File: src/rtl/hazard_pkg.sv
// Shared definitions for the hazard controller: multiply/divide timer state
// encodings and the op encoding carried on muldiv_op_ex.
package hazard_pkg;

  // Multiply/divide occupancy timer states
  typedef enum logic {
    HAZARD_IDLE = 1'b0,
    HAZARD_BUSY = 1'b1
  } muldiv_state_e;

  // Operation selector seen on muldiv_op_ex
  localparam logic MULDIV_OP_MUL = 1'b0;
  localparam logic MULDIV_OP_DIV = 1'b1;

  // Larger of two occupancy figures, used to size the down-counter
  function automatic int max_cycles(input int a, input int b);
    return (a > b) ? a : b;
  endfunction

  // Counter width for a given maximum occupancy; never narrower than one bit
  function automatic int cnt_width(input int max_val);
    return (max_val > 1) ? $clog2(max_val) : 1;
  endfunction

endpackage

File: src/rtl/hazard_muldiv_timer.sv
// Occupancy timer for the multi-cycle multiply/divide unit. A start loads
// the selected cycle count minus one; the unit stays busy until the count
// reaches zero, where it pulses done and returns to idle.
module hazard_muldiv_timer
  import hazard_pkg::*;
#(
  parameter int MUL_CYCLES = 4,
  parameter int DIV_CYCLES = 32
) (
  input  logic clk,
  input  logic rst,
  input  logic start,
  input  logic op,
  output logic busy_raw,
  output logic busy,
  output logic done
);

  localparam int MAX_CYC = max_cycles(MUL_CYCLES, DIV_CYCLES);
  localparam int CNT_W   = cnt_width(MAX_CYC);

  localparam logic [CNT_W-1:0] MUL_LOAD = CNT_W'(MUL_CYCLES - 1);
  localparam logic [CNT_W-1:0] DIV_LOAD = CNT_W'(DIV_CYCLES - 1);

  muldiv_state_e    state_q, state_d;
  logic [CNT_W-1:0] count_q, count_d;

  // Next-state and counter update; a start seen while busy is ignored
  always_comb begin
    state_d = state_q;
    count_d = count_q;
    case (state_q)
      HAZARD_IDLE: begin
        if (start) begin
          state_d = HAZARD_BUSY;
          count_d = (op == MULDIV_OP_DIV) ? DIV_LOAD : MUL_LOAD;
        end
      end
      HAZARD_BUSY: begin
        if (count_q == '0) begin
          state_d = HAZARD_IDLE;
        end else begin
          count_d = count_q - 1'b1;
        end
      end
      default: begin
        state_d = HAZARD_IDLE;
        count_d = '0;
      end
    endcase
  end

  // State and counter registers with synchronous reset (aborts any operation)
  always_ff @(posedge clk) begin
    if (rst) begin
      state_q <= HAZARD_IDLE;
      count_q <= '0;
    end else begin
      state_q <= state_d;
      count_q <= count_d;
    end
  end

  // Busy/done outputs, forced low for as long as reset is held
  always_comb begin
    busy_raw = (state_q == HAZARD_BUSY);
    busy     = busy_raw & ~rst;
    done     = busy & (count_q == '0);
  end

endmodule

File: src/rtl/hazard.sv
// Pipeline interlock controller: detects the hazards forwarding cannot cover
// (load-use, HI/LO reads and multiply/divide restarts while the unit is busy,
// data-memory wait states, taken branches) and drives stall/flush controls.
module hazard
  import hazard_pkg::*;
#(
  parameter int ADDR_WIDTH = 5,
  parameter int MUL_CYCLES = 4,
  parameter int DIV_CYCLES = 32
) (
  input  logic                  clk,
  input  logic                  rst,
  input  logic [ADDR_WIDTH-1:0] reg_s_addr_id,
  input  logic [ADDR_WIDTH-1:0] reg_t_addr_id,
  input  logic                  reg_s_re_id,
  input  logic                  reg_t_re_id,
  input  logic                  hilo_re_id,
  input  logic                  muldiv_start_id,
  input  logic                  reg_d_we_ex,
  input  logic [ADDR_WIDTH-1:0] reg_d_addr_ex,
  input  logic                  mem_re_ex,
  input  logic                  muldiv_start_ex,
  input  logic                  muldiv_op_ex,
  input  logic                  branch_taken_ex,
  input  logic                  dmem_ready,
  output logic                  stall_if,
  output logic                  stall_id,
  output logic                  stall_ex,
  output logic                  stall_mem,
  output logic                  flush_id,
  output logic                  flush_ex,
  output logic                  muldiv_busy,
  output logic                  muldiv_done
);

  logic busy_raw;
  logic timer_start;
  logic load_use;
  logic hilo_hazard;
  logic struct_hazard;
  logic id_interlock;
  logic rs_match;
  logic rt_match;

  // The timer only accepts a launch while memory is not holding the pipe
  assign timer_start = muldiv_start_ex & dmem_ready;

  hazard_muldiv_timer #(
    .MUL_CYCLES (MUL_CYCLES),
    .DIV_CYCLES (DIV_CYCLES)
  ) u_timer (
    .clk      (clk),
    .rst      (rst),
    .start    (timer_start),
    .op       (muldiv_op_ex),
    .busy_raw (busy_raw),
    .busy     (muldiv_busy),
    .done     (muldiv_done)
  );

  // Hazard detection: load-use on either source, HI/LO and unit-restart interlocks
  always_comb begin
    rs_match      = reg_s_re_id & (reg_s_addr_id == reg_d_addr_ex);
    rt_match      = reg_t_re_id & (reg_t_addr_id == reg_d_addr_ex);
    load_use      = mem_re_ex & reg_d_we_ex & (reg_d_addr_ex != '0) & (rs_match | rt_match);
    hilo_hazard   = hilo_re_id & (busy_raw | muldiv_start_ex);
    struct_hazard = muldiv_start_id & (busy_raw | muldiv_start_ex);
    id_interlock  = load_use | hilo_hazard | struct_hazard;
  end

  // Priority resolution: reset, memory freeze, taken branch, then ID interlocks
  always_comb begin
    stall_if  = 1'b0;
    stall_id  = 1'b0;
    stall_ex  = 1'b0;
    stall_mem = 1'b0;
    flush_id  = 1'b0;
    flush_ex  = 1'b0;
    if (rst) begin
      stall_if = 1'b0;
    end else if (!dmem_ready) begin
      stall_if  = 1'b1;
      stall_id  = 1'b1;
      stall_ex  = 1'b1;
      stall_mem = 1'b1;
    end else if (branch_taken_ex) begin
      flush_id = 1'b1;
      flush_ex = 1'b1;
    end else if (id_interlock) begin
      stall_if = 1'b1;
      stall_id = 1'b1;
      flush_ex = 1'b1;
    end
  end

endmodule

File: config.mk
export PLATFORM = sky130hd
export DESIGN_NAME = hazard
export DESIGN_NICKNAME = d
export VERILOG_FILES = /design/src/rtl/hazard_pkg.sv /design/src/rtl/hazard_muldiv_timer.sv /design/src/rtl/hazard.sv
export SDC_FILE = /design/constraint.sdc
export NUM_CORES = 1
export LEC_CHECK = 0
export ABC_AREA = 1
export BUFFER_PORTS_ARGS = -buffer_cell sky130_fd_sc_hd__buf_4
export CAP_MARGIN = 30
export CORE_AREA = 2 2 45 47
export CTS_CLUSTER_DIAMETER = 60
export CTS_CLUSTER_SIZE = 24
export DETAILED_ROUTE_END_ITERATION = 16
export DIE_AREA = 0 0 47 49
export HOLD_SLACK_MARGIN = 0.15
export PLACE_DENSITY = 0.63
export SETUP_SLACK_MARGIN = 0.2
export SYNTH_ARGS = -nofsm -noshare
export SYNTH_HDL_FRONTEND = slang
export SYNTH_SLANG_ARGS = --single-unit
File: constraint.sdc
create_clock -name clk -period 1.35 [get_ports clk]
set_input_delay 0.2025 -clock clk [delete_from_list [all_inputs] [get_ports clk]]
set_output_delay 0.2025 -clock clk [all_outputs]
set_load 0.1 [all_outputs]
==> impl_metrics.json, run 1 <==
{
  "wire_per_inst_um": 10.1,
  "p_leak_nw": 0.645,
  "power_frac_seq_pct": 23.6,
  "hold_violations": 0,
  "p_total_mw": 0.929,
  "cap_violations": 0,
  "ys.flop_type": "dfxtp_1",
  "dpl.hpwl_um": 1380,
  "ant_nets": 0,
  "slew_headroom_pct": 81.3,
  "async_flop_share_pct": 0,
  "die_h_um": 49,
  "p_int_mw": 0.541,
  "first_iter_violations": 11,
  "grt_pass1_vias": 790,
  "insertedDiodeCount": 0,
  "gp_congestion": 0.765,
  "synth_seq_cells": 6,
  "stdcell_area_um2": 1290,
  "h-tree-depth": 1,
  "hold_class": "input pin to register",
  "fin_setup_tns_ns": -0.0751,
  "syn_avg_cell_area_um2": 5.29,
  "rsz0062_at_grt": "true",
  "instances_no_fill": 189,
  "cts-root-buf": "clkbuf_4",
  "synth_top_family_by_area": "simple AND/OR/NAND/NOR gates",
  "syn-num-nets": 147,
  "grt_util_all_layers_pct": 19.0,
  "final-max-slew-violation-count": 0,
  "yosys.area_share.simple_pct": 46.5,
  "nFillCells": 153,
  "area_growth_pct": 107,
  "dieArea_um2": 2300,
  "grt_pass1_wl_um": 3270,
  "max_freq_mhz": 720,
  "synth.largest_area_cell": "nand2_1",
  "seq_area_frac_synth_pct": 19.2,
  "via_count": 846,
  "vias_per_cell": 4.48,
  "met3_usage_pct": 4.81,
  "cp_max_fo": 2,
  "synth.area.mux_share_pct": 0,
  "worst_ep_required_time_ns": 1.15,
  "use_met2_pct": 32.6,
  "overflow": 0,
  "period_share_pct": 103,
  "synth_compound_area_share_pct": 10.8,
  "critPathKind": "register to output port",
  "syn_area_um2": 624,
  "synthAdderAreaFrac_pct": 4.01,
  "clk_pin_slew_ns": 0.05,
  "gr-max-usage-layer": "met2",
  "drc": 0,
  "multiInputGateArea_um2": 538,
  "whs_ns": 0.216,
  "pwr-share-comb_pct": 58.2,
  "critPathArrivalTime_ns": 1.19,
  "synth_cells": 118,
  "synth_most_common_cell": "nand2_1",
  "tightest_slew_ns": 0.282,
  "min_period_ns": 1.39,
  "synth_cell_types": 19,
  "layout-drive-gt1-share_pct": 57.4,
  "synth_area_leaders": "nand2_1 25%, dfxtp_1 19%, inv_1 9.6%, nor2_1 8.4%, nand3_1 4.8%",
  "dpl-instance-area_um2": 987,
  "cts_buffer_depth": 2,
  "synth_common_cells": "42 x nand2_1, 16 x inv_1, 14 x nor2_1",
  "die_w_um": 47,
  "regArea_um2": 125,
  "endpoint_kind": "output port",
  "top_level_ports": 35,
  "numCtsBuffers": 3,
  "synth_xor_area_share_pct": 1.40,
  "clkPwrFrac_pct": 18.2,
  "met1_usage_pct": 23.1,
  "switching_share_pct": 41.8,
  "cts_hold_buffers": 0,
  "port_buffers": 34,
  "cp-start-kind": "register",
  "rows": 16,
  "power.net_switching_mw": 0.388,
  "cts.sinks": 6,
  "cts_tree": "yes",
  "wl_um": 1910,
  "grt_max_degree": 8,
  "yosysTopAreaCellShare_pct": 25.3,
  "placed_cells": 178,
  "initial_core_util_pct": 33.9,
  "worst_slack_ns": -0.0382,
  "grt_antenna_before_repair": 0,
  "synth_edf_count": 0,
  "clk_latency_ns": 0.25,
  "clock_skew_ns": 0.00612,
  "drtPass1Iterations": 4,
  "final-setup-viol-count": 3,
  "fin_nets": 193,
  "power_density_nw_per_um2": 719,
  "status": "complete, but fails checks",
  "violations": "setup timing",
  "ys_warn_count": 0,
  "ir_drop_mv": 0.694,
  "core_um2": 1840
}
## layout by cell type (no fill, tap or decap)
cell / netlist / routed
nand2_1: 42 / 29
buf_4: 3 / 28
nand2_2: 2 / 11
nor2_1: 14 / 10
inv_1: 16 / 9
inv_2: 8 / 8
nand3_1: 6 / 6
buf_6: 0 / 6
buf_12: 0 / 6
o21ai_1: 5 / 5
nor2_4: 0 / 4
inv_4: 0 / 4
buf_8: 0 / 4
dfxtp_2: 0 / 4
nand2_4: 0 / 3
a21oi_1: 5 / 3
clkbuf_4: 0 / 3
inv_6: 0 / 2
nor2_2: 2 / 2
ha_4: 0 / 2
dfxtp_1: 6 / 2
nand4_4: 0 / 1
nand4_1: 1 / 1
o22ai_2: 0 / 1
nand2_8: 0 / 1
clkinvlp_4: 0 / 1
o21ai_0: 1 / 1
a21oi_4: 0 / 1
xnor2_1: 1 / 1
or2_0: 1 / 1
a21oi_2: 0 / 1
a31oi_1: 1 / 1
## power groups by stage
stage	registers, mW	clock network (mW)	logic (mW)
after CTS	0.219	0.178	0.513
final	0.219	0.169	0.540
after floorplan	0.217	0	0.305
after global placement	0.222	0	0.409
after detailed placement	0.221	0	0.413
after global routing	0.222	0.182	0.587
## path summary, 6_finish.rpt
| check | depth (start not counted) | from | slack, ns | end |
|---|---|---|---|---|
| worst min register to register | 2 | u_timer.count_q[1] | 0.52 | u_timer.count_q[1] |
| worst max register to register | 8 | u_timer.count_q[0] | 0.16 | u_timer.count_q[3] |
| worst max-delay path | 5 | u_timer.count_q[0] | -0.04 | muldiv_done |
| worst min-delay path | 2 | rst | 0.22 | u_timer.busy_raw |
## area by class of cell
class / instances / share of cell area [%]
inverter: 24 / 8.82
sequential: 6 / 9.69
multi-input combinational: 85 / 41.7
timing repair buffer: 44 / 35.5
clock buffer: 3 / 1.74
tap: 27 / 2.62
## logic make-up after synthesis
group	after synthesis
adders and majority gates	2
AOI/OAI and AO/OA	13
DFF	6
buffers and inverters	27
and+or+nand+nor	69
xor gates and xnor gates	1
## through the flow
stage	utilization, %	setup WS, ns
detailed placement	53.6	-0.193
finish	70.1	-0.0382
CTS	66.8	-0.0222
global placement	53.6	-0.172
global route	70.1	-0.106
floorplan	-	-0.111
## critical path, stage by stage, from the launching register on
cell	delay, ns
dfxtp_2	0.31
inv_2	0.07
ha_4	0.14
nand4_4	0.09
nor2_4	0.13
buf_12	0.18
## routing by layer
layer	part of all wire (%)	routed length, µm
met3	6.1	117
met5	0	0
met2	54	1030
met4	0.52	10
met1	39	754
## state kept, by name (all words and copies together), names as in the netlist
signal	flops
u_timer.count_q	5
u_timer.busy_raw	1
## repair_timing
action / 4_1_cts / 5_1_grt
pin swaps: 27 / 15
hold endpoints to repair: 0 / 0
endpoints found under the setup margin: 9 / 11
gates resized for setup: 51 / 14
setup buffers: 6 / 2
(Power assumes the default switching activity.)
==> run 2, diff against run 1 <==
Settings changed: ABC_AREA 1 to 0, CORE_AREA 2 2 45 47 to 2 2 43 45, DIE_AREA 0 0 47 49 to 0 0 45 47, PLACE_DENSITY 0.63 to 0.64, SKIP_CTS_REPAIR_TIMING set to 1.
==> run 2 against run 1 <==
Compared with the run above: the run still ends with setup timing left; critical path depth rose by 1; count of clock-buffer cells in the layout did not move; design area fell by 7.6%; via count fell by 14%; critical endpoint is now stall_if.
==> impl_metrics.json, run 2 <==
{
  "clk_latency_ns": 0.24,
  "synth.largest_area_cell": "dfxtp_1",
  "vias_per_cell": 5.36,
  "worstReg2RegEnd": "u_timer.count_q[4]",
  "drtPass1Iterations": 4,
  "period_share_pct": 121,
  "pre_cts_ws_ns": -0.382,
  "hold_violations": 0,
  "cts_buffer_depth": 2,
  "die_w_um": 45,
  "cp-start-kind": "input pin",
  "insertedDiodeCount": 0,
  "rows": 15,
  "final_common_cell": "buf_4",
  "ys_warn_count": 0,
  "clkPwrFrac_pct": 17.6,
  "instances_no_fill": 136,
  "ant_nets": 0,
  "synth_most_common_cell": "xor2_1",
  "numCtsBuffers": 3,
  "dpl.hpwl_um": 1290,
  "r2r-start": "u_timer.count_q[4]",
  "syn_area_um2": 559,
  "wl_um": 1850,
  "cp_max_fo": 2,
  "syn-num-nets": 102,
  "top_level_ports": 35,
  "first_iter_violations": 11,
  "final-setup-viol-count": 4,
  "syn_avg_cell_area_um2": 7.66,
  "fin_nets": 150,
  "cts_tree": "yes",
  "port_buffers": 34,
  "max_freq_mhz": 610,
  "overflow": 0,
  "drc": 0,
  "synth_common_cells": "8 x xor2_1, 7 x nand2_1, 6 x dfxtp_1, 6 x o21ai_0",
  "rsz0062_at_grt": "true",
  "initial_core_util_pct": 33.9,
  "switching_share_pct": 40.5,
  "critPathArrivalTime_ns": 1.44,
  "p_leak_nw": 0.501,
  "wire_per_inst_um": 13.6,
  "critPathKind": "input pin to output port",
  "reg2reg_slack_ns": 0.12,
  "async_flop_share_pct": 0,
  "slew_headroom_pct": 79.7,
  "cts.sinks": 6,
  "grt_pass1_wl_um": 2500,
  "seq_area_frac_synth_pct": 21.5,
  "synth_cells": 73,
  "crit_path_max_incr_delay_ns": 0.33,
  "yosysTopAreaCellShare_pct": 21.5,
  "area_growth_pct": 113,
  "placed_cells": 131,
  "hp-start": "rst",
  "synth_area_leaders": "dfxtp_1 21%, xor2_1 13%, o21ai_0 5.4%, nand2_1 4.7%, a21oi_1 4.5%",
  "hold_class": "input pin to register",
  "gp_congestion": 0.749,
  "crit_slowest_cell": "nor4_2",
  "status": "complete, but fails checks",
  "pwr-share-comb_pct": 59.3,
  "tightest_slew_ns": 0.302,
  "ir_drop_mv": 0.396,
  "dieArea_um2": 2120,
  "endpoint_kind": "output port",
  "critPathBufInv": 2,
  "worst_slack_ns": -0.290,
  "final_cell_mix": "36 x buf_4, 7 x xor2_1, 6 x nand2_1, 6 x dfxtp_2, 5 x buf_12",
  "crit_start": "reg_s_addr_id[2]",
  "dpl-instance-area_um2": 957,
  "violations": "setup timing",
  "worst_ep_required_time_ns": 1.15,
  "synth_cell_types": 30,
  "power_density_nw_per_um2": 787,
  "whs_endpoint": "u_timer.busy_raw",
  "holdPathStages": 3,
  "clk_pin_slew_ns": 0.05,
  "cap_violations": 0,
  "cts-root-buf": "clkbuf_4",
  "h-tree-depth": 1,
  "cp_cell_sequence": "buf_6 > xor2_2 > nor4_2 > a32oi_2 > o21ai_4 > buf_12",
  "top_register": "u_timer.count_q",
  "via_count": 729,
  "die_h_um": 47,
  "stdcell_area_um2": 1190,
  "p_int_mw": 0.559,
  "grt_antenna_before_repair": 0,
  "largest_reg_flops": 5,
  "crit_family": "compound AO/OA/AOI/OAI gates",
  "synth_edf_count": 0,
  "clock_skew_ns": 0.00254,
  "min_period_ns": 1.64,
  "layout-drive-gt1-share_pct": 69.7,
  "grt_util_all_layers_pct": 16.5,
  "final-max-slew-violation-count": 0,
  "ys.flop_type": "dfxtp_1",
  "synth_seq_cells": 6,
  "power_frac_seq_pct": 23.1,
  "ff2ff_path_depth": 4,
  "core_um2": 1650,
  "power.net_switching_mw": 0.381,
  "grt_pass1_vias": 621,
  "grt_max_degree": 12
}
run 2: changes by cell type after synthesis, sizes merged, moves of 3 or more:
cell	change
inv	-22
nand2	-37
nand3	-6
nor2	-11
nor2b	+3
xor2	+8
run 2: worst register-to-register path, cell delays in order (launching register included):
cell and delay (ns):
dfxtp_2 0.31, or3_4 0.42, o21bai_4 0.20, o21ai_2 0.08
a21oi_1 0.14
run 2: how the worst max path moves through the flow:
stage                     endpoint  slack [ns]  cells past startpoint
after CTS                 stall_if       -0.39                      6
after floorplan           stall_if       -0.53                      5
final                     stall_if       -0.29                      6
after global routing      stall_id       -0.36                      6
after global placement    stall_if       -0.36                      6
after detailed placement  stall_if       -0.38                      6
run 2: cell type report:
class,count,area (µm²)
multi-input cells,61,567
fillers,122,458
repair buffers,47,445
flip-flops and latches,6,128
clock buffers,3,22.5
well taps,17,21.3
inverters,2,10.0
run 2: cell families after synthesis:
| logic type | after synthesis | synth area share [%] |
|---|---|---|
| flops | 6 | 21.5 |
| fa+ha+maj | 2 | 4.47 |
| simple gates | 25 | 23.0 |
| xor+xnor | 10 | 15.7 |
| compound gates | 24 | 30.0 |
| buf+inv | 6 | 5.37 |
run 2: metal layers:
layer	GRT usage, %	share of wire, %
met5	0	0
met4	8.82	2.2
met3	3.85	6.9
met2	27.4	54
met1	19.9	37
run 2: per-stage QoR:
step / hold slack, ns / util, % / setup TNS (ns) / total power [mW]
finish: 0.311 / 72.3 / -1.02 / 0.940
global route: 0.322 / 72.3 / -1.26 / 0.988
global placement: 0.529 / 58.0 / -1.06 / 0.636
CTS: 0.297 / 59.3 / -1.43 / 0.814
detailed placement: 0.524 / 58.0 / -1.13 / 0.641
floorplan: 0.418 / - / -1.63 / 0.513
run 2: power groups by stage:
stage | sequential [mW] | combinational, mW | clock (mW)
2_1_floorplan | 0.214 | 0.298 | 0
3_3_place_gp | 0.211 | 0.426 | 0
3_5_place_dp | 0.211 | 0.430 | 0
4_1_cts | 0.208 | 0.433 | 0.172
5_1_grt | 0.218 | 0.590 | 0.180
6_report | 0.217 | 0.558 | 0.165
